### src/rtl/hold_pkg.sv
// Shared constants and types for the hold-protocol frame monitor.
package hold_pkg;

  localparam int unsigned CNT_W       = 8;
  localparam int unsigned FCNT_W      = 16;
  localparam int unsigned EXP_LEN_DEF = 5;
  localparam int unsigned MIN_GAP_DEF = 2;
  localparam int unsigned ST_W        = 2;

  localparam logic [ST_W-1:0] ST_IDLE   = 2'd0;
  localparam logic [ST_W-1:0] ST_ACTIVE = 2'd1;
  localparam logic [ST_W-1:0] ST_GAP    = 2'd2;

  typedef struct packed {
    logic len;
    logic tog;
    logic spur;
    logic gap;
  } err_t;

  // Increment that sticks at all-ones.
  function automatic logic [CNT_W-1:0] sat_inc(input logic [CNT_W-1:0] v);
    return (v == '1) ? v : v + CNT_W'(1);
  endfunction

endpackage

### src/rtl/hold_edge.sv
// Input registers and rise/fall/toggle decode for the hold-protocol monitor.
module hold_edge
  import hold_pkg::*;
(
  input  logic clk,
  input  logic rst_n,
  input  logic g_in,
  input  logic f_in,
  output logic rise_c,
  output logic fall_c,
  output logic tog_c
);

  logic g_q;
  logic f_q;
  logic armed;

  // armed blocks a false rise when g_in is already high as reset releases
  always_ff @(posedge clk or negedge rst_n) begin
    if (!rst_n) begin
      g_q   <= 1'b0;
      f_q   <= 1'b0;
      armed <= 1'b0;
    end else begin
      g_q <= g_in;
      f_q <= f_in;
      if (!g_in) armed <= 1'b1;
    end
  end

  assign rise_c = g_in & ~g_q & armed;
  assign fall_c = ~g_in & g_q;
  assign tog_c  = f_in ^ f_q;

endmodule

### src/rtl/hold_mon.sv
// Hold-protocol frame monitor: measures frame/gap lengths and keeps sticky error flags.
module hold_mon
  import hold_pkg::*;
#(
  parameter int unsigned EXP_LEN = EXP_LEN_DEF,
  parameter int unsigned MIN_GAP = MIN_GAP_DEF
) (
  input  logic              clk,
  input  logic              rst_n,
  input  logic              g_in,
  input  logic              f_in,
  input  logic              clr,
  output logic              frame_done,
  output logic [CNT_W-1:0]  frame_len,
  output logic [FCNT_W-1:0] frame_cnt,
  output logic              err_len,
  output logic              err_tog,
  output logic              err_spur,
  output logic              err_gap
);

  logic rise_c;
  logic fall_c;
  logic tog_c;

  hold_edge u_edge (
    .clk    (clk),
    .rst_n  (rst_n),
    .g_in   (g_in),
    .f_in   (f_in),
    .rise_c (rise_c),
    .fall_c (fall_c),
    .tog_c  (tog_c)
  );

  logic [ST_W-1:0]   state,    state_nx;
  logic [CNT_W-1:0]  run_cnt,  run_nx;
  logic [CNT_W-1:0]  gap_cnt,  gap_nx;
  logic [CNT_W-1:0]  len_nx;
  logic [FCNT_W-1:0] cnt_nx;
  logic              done_nx;
  err_t              err,      err_nx;

  // Transition block: clr is applied first so any same-cycle set or frame end overrides it.
  always_comb begin
    state_nx = state;
    run_nx   = run_cnt;
    gap_nx   = gap_cnt;
    len_nx   = frame_len;
    cnt_nx   = clr ? '0 : frame_cnt;
    done_nx  = 1'b0;
    err_nx   = clr ? '0 : err;

    if (tog_c && !fall_c) err_nx.spur = 1'b1;

    case (state)
      ST_IDLE: begin
        if (rise_c) begin
          state_nx = ST_ACTIVE;
          run_nx   = CNT_W'(1);
        end
      end
      ST_ACTIVE: begin
        if (fall_c) begin
          state_nx = ST_GAP;
          len_nx   = run_cnt;
          done_nx  = 1'b1;
          cnt_nx   = cnt_nx + FCNT_W'(1);
          gap_nx   = CNT_W'(1);
          if (run_cnt != CNT_W'(EXP_LEN)) err_nx.len = 1'b1;
          if (!tog_c) err_nx.tog = 1'b1;
        end else if (g_in) begin
          run_nx = sat_inc(run_cnt);
        end
      end
      ST_GAP: begin
        if (rise_c) begin
          state_nx = ST_ACTIVE;
          run_nx   = CNT_W'(1);
          if (32'(gap_cnt) < MIN_GAP) err_nx.gap = 1'b1;
        end else if (!g_in) begin
          gap_nx = sat_inc(gap_cnt);
        end
      end
      default: state_nx = ST_IDLE;
    endcase
  end

  // Registered state and outputs.
  always_ff @(posedge clk or negedge rst_n) begin
    if (!rst_n) begin
      state      <= ST_IDLE;
      run_cnt    <= '0;
      gap_cnt    <= '0;
      frame_len  <= '0;
      frame_cnt  <= '0;
      frame_done <= 1'b0;
      err        <= '0;
    end else begin
      state      <= state_nx;
      run_cnt    <= run_nx;
      gap_cnt    <= gap_nx;
      frame_len  <= len_nx;
      frame_cnt  <= cnt_nx;
      frame_done <= done_nx;
      err        <= err_nx;
    end
  end

  assign err_len  = err.len;
  assign err_tog  = err.tog;
  assign err_spur = err.spur;
  assign err_gap  = err.gap;

endmodule
### config.mk
export PLATFORM = sky130hd
export DESIGN_NAME = hold_mon
export DESIGN_NICKNAME = d
export VERILOG_FILES = /design/src/rtl/hold_pkg.sv /design/src/rtl/hold_edge.sv /design/src/rtl/hold_mon.sv
export SDC_FILE = /design/constraint.sdc
export NUM_CORES = 1
export LEC_CHECK = 0
export ABC_AREA = 1
export CAP_MARGIN = 20
export CORE_UTILIZATION = 45
export CTS_CLUSTER_DIAMETER = 60
export DETAILED_ROUTE_END_ITERATION = 16
export PLACE_DENSITY = 0.67
export SLEW_MARGIN = 20
export SYNTH_ARGS = -nofsm -noshare
export SYNTH_HDL_FRONTEND = slang
export SYNTH_SLANG_ARGS = --single-unit
### constraint.sdc
create_clock -name clk -period 2.6 [get_ports clk]
set_clock_uncertainty 0.2 [all_clocks]
set_input_delay 0.52 -clock clk [delete_from_list [all_inputs] [get_ports clk]]
set_output_delay 0.52 -clock clk [all_outputs]
set_load 0.01 [all_outputs]
=== Word level (Yosys, flattened, before mapping) ===
Cells that the tools add are included.

* Memory bits (read-only): 0
* Bits in latches: 0
* Bits in writable memories: 0
* Output and inout port bits: 29
* Memories kept: 0
* Register bits after elaboration: 50

* Muxes and demuxes: 27
* Magnitude comparators: 1
* Reductions and logical operators: 11
* Equal/unequal tests: 13
* Multiply operators: 0
* Bitwise logic cells: 6
* Divide/modulo/power cells: 0
* Add/sub/neg operators: 3
* Shifts and indexed selects: 0

{| class="wikitable"
|+ Operators with widths
! kind !! count
|-
| $mux W8 || 8
|-
| $mux W16 || 3
|-
| $pmux W8 S2 || 2
|-
| $add A16 B1 Y16 const B || 1
|-
| $add A8 B1 Y8 const B || 2
|-
| $eq A8 B8 Y1 const B || 2
|-
| $ne A2 B2 Y1 const B || 7
|-
| $reduce_and A5 Y1 || 2
|-
| $lt A8 B2 Y1 const B || 1
|-
| $mux W1 || 8
|-
| $mux W2 || 4
|-
| $ne A8 B3 Y1 const B || 1
|-
| $reduce_bool A2 Y1 || 3
|-
| $mux W4 || 1
|-
| $pmux W2 S2 || 1
|-
| $reduce_and A2 Y1 || 2
|-
| $and A1 B1 Y1 || 3
|-
| $eq A2 B1 Y1 const B || 1
|-
| $eq A2 B2 Y1 const B || 1
|-
| $logic_not A2 Y1 || 1
|-
| $ne A2 B1 Y1 const B || 1
|-
| $not A1 Y1 || 2
|-
| $reduce_or A2 Y1 || 1
|-
| $logic_and A1 B1 Y1 || 1
|-
| other kinds (2) || 2
|}

=== Logic depth before layout (Yosys ltp) ===
Gate-level depths: netlist of the first run.

* Depth in word-level cells: 5
* Mapped depth: 12
* Gate-level depth less buffers: 12

=== By module ===
Synthesis of the first run repeated with hierarchy kept, for this count alone.

* Cell total of the unflattened synthesis: 320
* Area total of the unflattened synthesis: 2610.0 sq um

{| class="wikitable"
|+ Modules (own cells, without submodules)
! module !! instances !! area an instance (sq um) !! sequential area each (sq um) !! cells an instance
|-
| hold_mon || 1 || 2494.9 || 1176.1 || 307
|-
| hold_edge || 1 || 115.1 || 75.1 || 13
|}

=== Least setup slack after synthesis of the first run ===
No wires, ideal clock.

* Kind: in2reg
* Start: in clr
* End: reg frame_cnt[8]
* Stages on the path: 10
* Buffers on the path: 0
* Data arrival time: 1.539 ns
* Slack: 0.743 ns
* Path through: inv_2 > nand2_1 > inv_1 > ha_1 > nand2_1 > nor2_1 > nand3_4 > nor2_4 > xor2_1 > inv_1

* Word-level cells in the longest chain between the ends: 4

{| class="wikitable"
|+ Ends and longest elaborated chain
! what !! RTL line !! RTL
|-
| start: declaration || hold_mon.sv:12 || <nowiki>input logic clr,</nowiki>
|-
| $mux W16 (*) || hold_mon.sv:50 || <nowiki>cnt_nx = clr ? '0 : frame_cnt;</nowiki>
|-
| $add A16 B1 Y16 || hold_mon.sv:68 || <nowiki>cnt_nx = cnt_nx + FCNT_W'(1);</nowiki>
|-
| $mux W16 || hold_mon.sv:64 || <nowiki>if (fall_c) begin</nowiki>
|-
| $mux W16 (*) || hold_mon.sv:56 || <nowiki>case (state)</nowiki>
|-
| net cnt_nx[8] || hold_mon.sv:40 || <nowiki>logic [FCNT_W-1:0] cnt_nx;</nowiki>
|-
| end signal: assignment || hold_mon.sv:104 || <nowiki>frame_cnt <= cnt_nx;</nowiki>
|-
| end: declaration || hold_mon.sv:15 || <nowiki>output logic [FCNT_W-1:0] frame_cnt,</nowiki>
|}

Mark *: on every way through the listed nets, which the timed path passes. The rest lies on a longest branch.
A chain may end at the register's enable or synchronous reset.

=== Worst setup path in the final report of the first run ===
* Start: in clr
* End: reg frame_cnt[12]

The elaborated chain is that of the path after synthesis.

==> results.sh, run 1 <==
export IMPL_status="finished clean"
export IMPL_filler_cell_count=523
export IMPL_critical_path_endpoint_type="flop"
export IMPL_avgSynthCellArea_um2=8.21
export IMPL_cts_sink_count=50
export IMPL_drt_wl_total_um=5140
export IMPL_power_per_cell_area_nw_per_um2=575
export IMPL_layout_nets=361
export IMPL_syn_nets=319
export IMPL_area_growth_synth_to_final_pct=20.3
export IMPL_grt_first_pass_wirelength_um=9280
export IMPL_p_leak_nw=1.43
export IMPL_tightest_slew_ns=0.616
export IMPL_timing_critical_path_slowest_stage_cell="clkdlybuf4s50_1"
export IMPL_min_path_type="in2async"
export IMPL_firstDrtPassIters=5
export IMPL_hold_slack_ns=0.108
export IMPL_vias_in_the_first_global_route=2038
export IMPL_cp_data_required_time_ns=2.61
export IMPL_die_h_um=77.2
export IMPL_routabilityCongestion=0.823
export IMPL_initial_drc_count=77
export IMPL_setup_worst_path_class="in2reg"
export IMPL_syn_instance_count=310
export IMPL_cts_htree_levels=2
export IMPL_minimum_period_implied_by_the_final_worst_setup_slack_ns=2.20
export IMPL_drive_above_1_share_pct=7.93
export IMPL_drc_errors=0
export IMPL_dieArea_um2=5960
export IMPL_cts_hold_buffers=0
export IMPL_grt_overflow_total=0
export IMPL_cts_buffers_inserted=5
export IMPL_post_cts_setup_buffers=0
export IMPL_finish_cell_count_without_fillers=425
export IMPL_yosysSeqAreaShare_pct=49.1
export IMPL_timing_max_slew_rel_slack_pct=58.9
export IMPL_crit_path_cell_trace="clkdlybuf4s50_1 > nor2_1 > ha_1 > nand2_1 > nor2_1 > nand3_4 > nor2_4 > nand4_1 > nand2_1 > inv_1"
export IMPL_antennaDiodeCount=0
export IMPL_post_dp_hpwl_um=3790
export IMPL_cts_root_buf="clkbuf_8"
export IMPL_crit_path_max_fanout=6
export IMPL_ctsResizeCount=0
export IMPL_synthesis_area_um2=2550
export IMPL_timing_final_setup_violations=0
export IMPL_yosys_warnings=0
export IMPL_final_util_pct=56.0
export IMPL_final_period_utilization_pct=84.8
export IMPL_global_route_usage_total_pct=19.9
export IMPL_cts_clk_slew_worst_paths_ns=0.09
export IMPL_avgRoutedWirePerCell_um=12.1
export IMPL_grt_start_max_net_pins=51
export IMPL_rows=27
export IMPL_max_clock_path_buffers=2
export IMPL_antenna_found_initial=0
export IMPL_die_width_um=77.2
export IMPL_vias=2052
export IMPL_max_cap_viol_count=0
export IMPL_timing_final_max_slew_violations=0
export IMPL_num_io_pins=34
export IMPL_synth_seq_cells=50
export IMPL_clock_latency_ns=0.30
export IMPL_synth_lib_cells_used_distinct=28
export IMPL_crit_arrival_ns=2.21
export IMPL_drt_vias_per_instance=4.83
export IMPL_fin_setup_tns_ns=0
export IMPL_hold_viol=0
export IMPL_cts_tree="done"
export IMPL_max_freq_mhz=454
export IMPL_post_drt_antenna_nets=0
export IMPL_post_place_cells=417
export IMPL_grt_setup_unrepaired="false"
export IMPL_core_area_um2=5470
export IMPL_vdd_drop_max_v=0.000255
export IMPL_start_kind="input pin"
export IMPL_start_util_pct=46.5
export IMPL_critical_path_max_stage_delay_ns=0.50
export IMPL_placement_io_buffers=33
[worst paths after layout]
kind	depth (start not counted)	from	slack (ns)	endpoint
hold / removal	2	rst_n	0.11	frame_cnt[0]
hold reg to reg	1	u_edge.armed	0.27	u_edge.armed
setup / recovery	10	clr	0.40	frame_cnt[12]
max in group asynchronous	2	rst_n	1.68	gap_cnt[2]
min in group clk	1	u_edge.armed	0.27	u_edge.armed
setup reg to reg	10	frame_cnt[0]	0.67	frame_cnt[12]
[layout by cell type (no fill, tap or decap)]
cell / count
nor2_4: 4
inv_1: 47
a22o_1: 1
dfrtp_1: 50
inv_2: 3
xor2_1: 11
o21ai_1: 1
buf_4: 5
nor3_2: 1
o21ai_0: 27
nor2_1: 18
nand3_1: 23
nor3_1: 7
or2_2: 1
xnor2_1: 4
a21oi_1: 1
nand3b_1: 2
nand2_2: 3
clkinv_2: 1
nand4_1: 5
o22ai_1: 1
nand3_4: 2
nor2_2: 1
nor4_1: 2
clkbuf_1: 1
nor3b_1: 3
nand2_1: 85
buf_2: 1
ha_1: 4
clkdlybuf4s50_1: 32
clkbuf_8: 6
[routing by layer]
metal / vias to the layer above / global-route usage (%) / wire length, um
li1: 1058 / - / -
met1: 953 / 24.8 / 2340
met2: 35 / 33.4 / 2540
met3: 6 / 3.33 / 193
met4: 0 / 9.25 / 63
met5: - / 0 / 0
[cell type report]
type / count / area (um2) / share of cell area (%)
sequential: 50 / 1250 / 40.8
multi-input combinational: 207 / 1080 / 35.3
tap: 72 / 90.1 / 2.94
timing repair buffer: 38 / 363 / 11.8
inverter: 50 / 188 / 6.12
clock buffer: 7 / 86.3 / 2.82
clock inverter: 1 / 5.00 / 0.163
[registers in the layout, summed over array words and instances, names as in the netlist]
signal and cells:
frame_cnt 16, frame_done 1, gap_cnt 8, u_edge.armed 1, err_gap 1, u_edge.f_q 1, frame_len 8, state 2
run_cnt 8, u_edge.g_q 1, err_spur 1, err_len 1, err_tog 1
[report_power, final]
group	internal, mW	switching, mW	total (mW)	leakage [nW]
logic	0.152	0.200	0.352	0.706
registers	0.858	0.0777	0.936	0.672
clock network	0.215	0.259	0.475	0.0482
[synthesized netlist by cell type]
master | instances | share of area [%]
nand2_1 | 85 | 13
dfrtp_1 | 50 | 49
inv_1 | 47 | 6.9
o21ai_0 | 27 | 5.3
nand3_1 | 23 | 4.5
nor2_1 | 18 | 2.7
xor2_1 | 11 | 3.8
nor3_1 | 7 | 1.4
nand4_1 | 5 | 1.2
ha_1 | 4 | 2.0
nor2_4 | 4 | 1.8
xnor2_1 | 4 | 1.4
inv_2 | 3 | 0.44
nand2_2 | 3 | 0.74
nor3b_1 | 3 | 0.88
nand3_4 | 2 | 1.4
nand3b_1 | 2 | 0.59
nor4_1 | 2 | 0.49
a21oi_1 | 1 | 0.20
a22o_1 | 1 | 0.34
buf_4 | 1 | 0.29
buf_8 | 1 | 0.59
clkbuf_1 | 1 | 0.15
nor2_2 | 1 | 0.25
nor3_2 | 1 | 0.39
o21ai_1 | 1 | 0.20
o22ai_1 | 1 | 0.25
or2_2 | 1 | 0.25
[critical path: cells and delay by family]
family	cells	cell delay [ns]
adder cells (fa/ha/maj)	1	0.22
buffers and inverters	2	0.53
AND/OR/NAND/NOR	7	0.91
[logic make-up after synthesis]
group	count (synthesis)	share of synthesized area (%)
buf+inv	53	8.40
xor+xnor	15	5.16
fa+ha+maj	4	1.97
flops	50	49.1
compound gates	31	6.29
simple gates	157	29.0
[per-stage QoR]
stage / area (um2) / setup WS [ns] / power (mW)
after floorplan: 2550 / 0.743 / 1.14
after global placement: 2970 / 0.157 / 1.30
after detailed placement: 2970 / 0.0931 / 1.31
after CTS: 3060 / 0.414 / 1.79
after global routing: 3060 / 0.238 / 1.88
final: 3060 / 0.395 / 1.76
No activity file was read; power rests on OpenSTA's default activity.
==> run 2: changes to the inputs <==
==> constraint.sdc (replaced) <==
create_clock -name clk -period 2.2 [get_ports clk]
set_clock_uncertainty 0.2 [all_clocks]
set_input_delay 0.44 -clock clk [delete_from_list [all_inputs] [get_ports clk]]
set_output_delay 0.44 -clock clk [all_outputs]
set_load 0.01 [all_outputs]
==> run 2 against run 1 <==
Net effect:
- die area stayed put
- final cell count is 4.2% higher
- power is 24% higher
- core utilization is 2.7 points higher
- register-to-register slack worse by 0.31 ns
- largest cell class unchanged
- clock power is 35% higher
- flip-flop and latch count stayed put
- first-iteration DRC count is 32% higher
- count of clock-buffer cells in the layout stayed put
- sequential share of layout area is 1.9 points lower
- via count is 6.7% higher
- routed wire length is 6.8% higher
==> results.sh, run 2 (synthesis results as in run 1) <==
export IMPL_p_leak_nw=1.52
export IMPL_max_cap_viol_count=0
export IMPL_tightest_slew_ns=0.627
export IMPL_core_area_um2=5470
export IMPL_post_place_cells=435
export IMPL_largest_register="frame_cnt"
export IMPL_power_per_cell_area_nw_per_um2=679
export IMPL_drc_errors=0
export IMPL_final_area_um2=3210
export IMPL_cts_sink_count=50
export IMPL_minimum_period_implied_by_the_final_worst_setup_slack_ns=2.04
export IMPL_post_cts_setup_buffers=0
export IMPL_antennaDiodeCount=0
export IMPL_grt_overflow_total=0
export IMPL_routabilityCongestion=0.884
export IMPL_post_drt_antenna_nets=0
export IMPL_timing_final_max_slew_violations=0
export IMPL_rows=27
export IMPL_layout_commonest_cell="nand2_1"
export IMPL_max_clock_path_buffers=2
export IMPL_placement_io_buffers=33
export IMPL_status="finished clean"
export IMPL_finish_cell_count_without_fillers=443
export IMPL_antenna_found_initial=0
export IMPL_power_report_internal_total_mw=1.55
export IMPL_design_power_total_mw=2.18
export IMPL_avgRoutedWirePerCell_um=12.4
export IMPL_initial_drc_count=102
export IMPL_crit_arrival_ns=2.05
export IMPL_ctsResizeCount=0
export IMPL_layout_nets=379
export IMPL_drt_vias_per_instance=4.94
export IMPL_dpl_cell_area_um2=3110
export IMPL_grt_setup_unrepaired="false"
export IMPL_vias_in_the_first_global_route=2175
export IMPL_cts_hold_buffers=0
export IMPL_dieArea_um2=5960
export IMPL_setup_ws_ns=0.160
export IMPL_max_reg_flops=16
export IMPL_switching_share_pct=29.1
export IMPL_final_period_utilization_pct=92.7
export IMPL_grt_start_max_net_pins=51
export IMPL_firstDrtPassIters=5
export IMPL_cp_data_required_time_ns=2.21
export IMPL_timing_final_setup_violations=0
export IMPL_hold_viol=0
export IMPL_most_common_layout_cells="nand2_1, dfrtp_1, inv_1, clkdlybuf4s50_1, o21ai_0"
export IMPL_critical_path_endpoint_type="flop"
export IMPL_cts_clk_slew_worst_paths_ns=0.09
export IMPL_die_h_um=77.2
export IMPL_die_width_um=77.2
export IMPL_clkPwrFrac_pct=29.4
export IMPL_grt_first_pass_wirelength_um=9720
export IMPL_max_freq_mhz=490
export IMPL_global_route_usage_total_pct=20.8
export IMPL_vias=2190
export IMPL_power_net_switching_mw=0.636
export IMPL_vdd_drop_max_v=0.000335
export IMPL_area_growth_synth_to_final_pct=26.2
export IMPL_cts_root_buf="clkbuf_8"
export IMPL_min_path_type="in2async"
export IMPL_crit_path_max_fanout=6
export IMPL_start_util_pct=46.5
export IMPL_setup_worst_path_class="in2reg"
export IMPL_share_seq_of_total_power_pct=50.8
export IMPL_drive_above_1_share_pct=12.1
export IMPL_cts_htree_levels=2
export IMPL_drt_wl_total_um=5490
export IMPL_comb_power_share_pct=19.8
export IMPL_start_kind="input pin"
export IMPL_post_place_ws_ns=-0.162
export IMPL_post_dp_hpwl_um=4040
export IMPL_cts_buffers_inserted=5
export IMPL_timing_max_slew_rel_slack_pct=58.2
export IMPL_num_io_pins=34
export IMPL_final_util_pct=58.7
export IMPL_cts_tree="done"
export IMPL_clock_latency_ns=0.30
-- run 2: area by class of cell --
cell class                 count  area (um2)
clock buffer                   7        76.3
clock inverter                 1        30.0
fill                         526        2260
inverter                      50         188
multi-input combinational    207        1080
sequential                    50        1250
tap                           72        90.1
timing repair buffer          56         498
-- run 2: path summary, 6_finish.rpt --
| kind | cells after the start | endpoint | slack [ns] | start |
|---|---|---|---|---|
| max | 12 | frame_cnt[14] | 0.16 | clr |
| max reg2reg | 10 | frame_cnt[14] | 0.36 | frame_cnt[0] |
| min reg2reg | 1 | u_edge.armed | 0.28 | u_edge.armed |
| min | 2 | frame_cnt[4] | 0.03 | rst_n |
| max in group asynchronous | 2 | gap_cnt[7] | 1.33 | rst_n |
| min in group clk | 1 | u_edge.armed | 0.28 | u_edge.armed |
-- run 2: layer usage --
| layer | track usage (%) | share of wire, % | up-vias |
|---|---|---|---|
| met5 | 0 | 0 | - |
| met1 | 26.6 | 45 | 1024 |
| met3 | 3.33 | 4.1 | 8 |
| li1 | - | - | 1096 |
| met2 | 34.7 | 49 | 62 |
| met4 | 9.25 | 1.7 | 0 |
-- run 2: power by group through the flow --
stage	registers [mW]	logic [mW]	clock network, mW
final	1.11	0.433	0.641
after global routing	1.12	0.500	0.700
after CTS	1.11	0.440	0.664
after detailed placement	1.13	0.437	0
after global placement	1.12	0.423	0
after floorplan	1.12	0.228	0
-- run 2: worst max-delay path, stage by stage --
cell             delay, ns
clkdlybuf4s50_1       0.47
inv_2                 0.10
nand2_1               0.07
inv_1                 0.07
ha_1                  0.16
nand2_1               0.06
nor2_1                0.17
nand3_4               0.11
nor2_4                0.17
nand4_1               0.10
nand2_1               0.08
inv_1                 0.03
-- run 2: stage by stage --
stage | hold WS (ns) | TNS, ns
after floorplan | -0.0556 | 0
after global placement | 0.250 | -0.380
after detailed placement | 0.255 | -1.02
after CTS | 0.0649 | 0
after global routing | 0.0942 | 0
final | 0.0284 | 0
==> run 3: changes to the inputs <==
--- a/config.mk
+++ b/config.mk
@@ -5,12 +5,12 @@
 export SDC_FILE = /design/constraint.sdc
 export NUM_CORES = 1
 export LEC_CHECK = 0
-export ABC_AREA = 1
+export ABC_AREA = 0
 export CAP_MARGIN = 20
 export CORE_UTILIZATION = 45
 export CTS_CLUSTER_DIAMETER = 60
 export DETAILED_ROUTE_END_ITERATION = 16
-export PLACE_DENSITY = 0.67
+export PLACE_DENSITY = 0.68
 export SLEW_MARGIN = 20
 export SYNTH_ARGS = -nofsm -noshare
 export SYNTH_HDL_FRONTEND = slang
==> run 3 against run 2 <==
Net effect:
- clock power decreased by 16%
- power increased by 5.3%
- highest routed layer unchanged
- fmax increased by 0.23%
- routed wire length decreased by 4.0%
- design area decreased by 4.9%
- critical path type unchanged
==> results.sh, run 3 <==
export IMPL_antennaDiodeCount=0
export IMPL_synth_lib_cells_used_distinct=46
export IMPL_multiInputGateArea_um2=1110
export IMPL_cts_buffers_inserted=5
export IMPL_final_period_utilization_pct=92.5
export IMPL_cts_htree_levels=2
export IMPL_post_dp_hpwl_um=3710
export IMPL_minimum_period_implied_by_the_final_worst_setup_slack_ns=2.04
export IMPL_worstRegToRegCells=5
export IMPL_netlist_top_cells_count="dfrtp_1, nand2_1, o21ai_0, a21oi_1"
export IMPL_layout_nets=314
export IMPL_critical_path_endpoint_type="flop"
export IMPL_grt_use_met2_pct=32.8
export IMPL_filler_cell_count=476
export IMPL_postSynth_asyncResetShare_pct=100
export IMPL_yosysSeqAreaShare_pct=51.5
export IMPL_power_per_cell_area_nw_per_um2=752
export IMPL_fraction_of_synthesized_area_in_multiplexers_pct=0.824
export IMPL_grt_overflow_total=0
export IMPL_p_leak_nw=1.35
export IMPL_post_synth_and_or_nand_nor_area_fraction_pct=26.4
export IMPL_vias_in_the_first_global_route=1882
export IMPL_timing_max_slew_rel_slack_pct=58.3
export IMPL_grt_setup_unrepaired="false"
export IMPL_routabilityCongestion=0.858
export IMPL_grt_first_pass_wirelength_um=8850
export IMPL_die_width_um=75.5
export IMPL_drt_wl_total_um=5270
export IMPL_initial_drc_count=85
export IMPL_core_area_um2=5140
export IMPL_largest_family_of_logic_cells_by_synthesized_area="simple AND/OR/NAND/NOR gates"
export IMPL_yosys_warnings=0
export IMPL_synth_compound_area_share_pct=12.3
export IMPL_most_common_layout_cells="dfrtp_1, nand2_1, clkdlybuf4s50_1, buf_4, o21ai_0"
export IMPL_placement_io_buffers=33
export IMPL_clock_latency_ns=0.29
export IMPL_rows=26
export IMPL_drive_above_1_share_pct=10.1
export IMPL_vdd_drop_max_v=0.000474
export IMPL_timing_final_max_slew_violations=0
export IMPL_drt_vias_per_instance=5.35
export IMPL_fin_setup_tns_ns=0
export IMPL_worst_r2r_setup_slack_ns=0.18
export IMPL_max_freq_mhz=491
export IMPL_avgRoutedWirePerCell_um=14.0
export IMPL_layout_commonest_cell="dfrtp_1"
export IMPL_avgSynthCellArea_um2=9.60
export IMPL_min_path_type="in2async"
export IMPL_tightest_slew_ns=0.625
export IMPL_cts_root_buf="clkbuf_8"
export IMPL_setup_ws_ns=0.164
export IMPL_synth_seq_cells=50
export IMPL_synthesis_area_um2=2430
export IMPL_hold_viol=0
export IMPL_largest_register="frame_cnt"
export IMPL_crit_arrival_ns=2.06
export IMPL_cts_sink_count=50
export IMPL_global_route_usage_total_pct=20.7
export IMPL_synth_enable_flop_cells=0
export IMPL_num_io_pins=34
export IMPL_cp_data_required_time_ns=2.22
export IMPL_grt_util_met3_pct=4.63
export IMPL_status="finished clean"
export IMPL_yosys_area_share_xor_xnor_pct=4.33
export IMPL_area_sequential_um2=1250
export IMPL_syn_instance_count=253
export IMPL_max_cap_viol_count=0
export IMPL_synthFlopType="dfrtp_1"
export IMPL_start_kind="input pin"
export IMPL_crit_path_max_fanout=4
export IMPL_grt_most_used_layer="met2"
export IMPL_groute_layer_met1_usage_pct=29.1
export IMPL_setup_worst_path_class="in2reg"
export IMPL_syn_nets=262
export IMPL_vias=2010
export IMPL_timing_final_setup_violations=0
export IMPL_cts_clk_slew_worst_paths_ns=0.09
export IMPL_firstDrtPassIters=4
export IMPL_max_reg_flops=16
export IMPL_post_place_ws_ns=-0.337
export IMPL_yosysTopAreaCellShare_pct=51.5
export IMPL_dieArea_um2=5700
export IMPL_start_util_pct=47.3
export IMPL_critical_path_reg2reg_startpoint="run_cnt[1]"
export IMPL_synth_largest_area_cell="dfrtp_1"
export IMPL_cts_tree="done"
export IMPL_area_share_of_fa_ha_maj_cells_after_synthesis_pct=2.06
export IMPL_drc_errors=0
export IMPL_post_drt_antenna_nets=0
export IMPL_area_growth_synth_to_final_pct=25.7
export IMPL_antenna_found_initial=0
export IMPL_most_common_cell_in_the_netlist="dfrtp_1"
export IMPL_crit_reg2reg_capture="run_cnt[5]"
export IMPL_die_h_um=75.5
export IMPL_ys_top_cells_by_area="dfrtp_1, nand2_1, xnor2_1"
export IMPL_grt_start_max_net_pins=51
export IMPL_max_clock_path_buffers=2
==> run 3: changes by cell type after synthesis, sizes merged, moves of 9 or more <==
cell	change
o21ai	-13
nor2b	+10
nor2	-13
nand2	-45
a21oi	+10
inv	-43
xor2	-9
nand3	-15
==> run 3: power by group <==
group / internal (mW) / total, mW / leakage (nW) / switching [mW]
Sequential: 1.04 / 1.16 / 0.672 / 0.124
Combinational: 0.284 / 0.599 / 0.627 / 0.315
Clock: 0.254 / 0.538 / 0.0482 / 0.284
==> run 3: routing by layer <==
metal	vias up	routed length, um
met5	-	0
met4	0	27
met3	4	140
met2	34	2580
met1	964	2530
li1	1008	-
==> run 3: metrics by stage <==
| step | power [mW] | instance area, um2 | hold WS, ns | util, % | instances |
|---|---|---|---|---|---|
| 2_1_floorplan | 1.50 | 2430 | -0.0556 | - | 253 |
| 3_3_place_gp | 1.76 | 2970 | 0.261 | 57.7 | 368 |
| 3_5_place_dp | 1.78 | 2970 | 0.262 | 57.7 | 368 |
| 4_1_cts | 2.33 | 3060 | 0.0673 | 59.4 | 376 |
| 5_1_grt | 2.46 | 3060 | 0.104 | 59.4 | 376 |
| 6_report | 2.30 | 3060 | 0.0388 | 59.4 | 376 |
==> run 3: worst max-delay path, stage by stage <==
cell,delay [ns]
dlygate4sd2_1,0.27
nand2b_1,0.17
inv_1,0.06
ha_1,0.16
nand4b_1,0.15
or3_4,0.37
or3_1,0.31
a21oi_1,0.14
==> run 3: logic make-up (layout without fill, tap and decap cells) <==
logic type,after synthesis,after routing
AO/OA/AOI/OAI,47,47
XOR/XNOR,12,12
adder cells (fa/ha/maj),4,4
buffers and inverters,17,70
flip-flops,50,50
multiplexers,2,2
AND/OR/NAND/NOR,121,121
==> run 3: worst max path at each step <==
stage,to,cells after the start,slack [ns],start
after global routing,frame_cnt[14],6,0.06,frame_cnt[0]
after global placement,frame_cnt[14],8,-0.27,clr
after CTS,frame_cnt[14],5,0.16,g_in
final,frame_cnt[14],8,0.16,clr
after floorplan,frame_cnt[12],7,0.03,clr
after detailed placement,frame_cnt[14],8,-0.34,clr
==> run 3: layout make-up <==
cell class | count | area share [%]
clock buffer | 7 | 2.83
clock inverter | 1 | 0.164
inverter | 8 | 0.983
multi-input combinational | 186 | 36.4
sequential | 50 | 41.0
tap | 70 | 2.87
timing repair buffer | 54 | 15.8
==> run 3: timing repair <==
action / 4_1_cts / 5_1_grt
hold buffers: 0 / 0
resized for setup: 1 / 0
setup endpoints to repair: 2 / 0
buffers inserted: 0 / 0
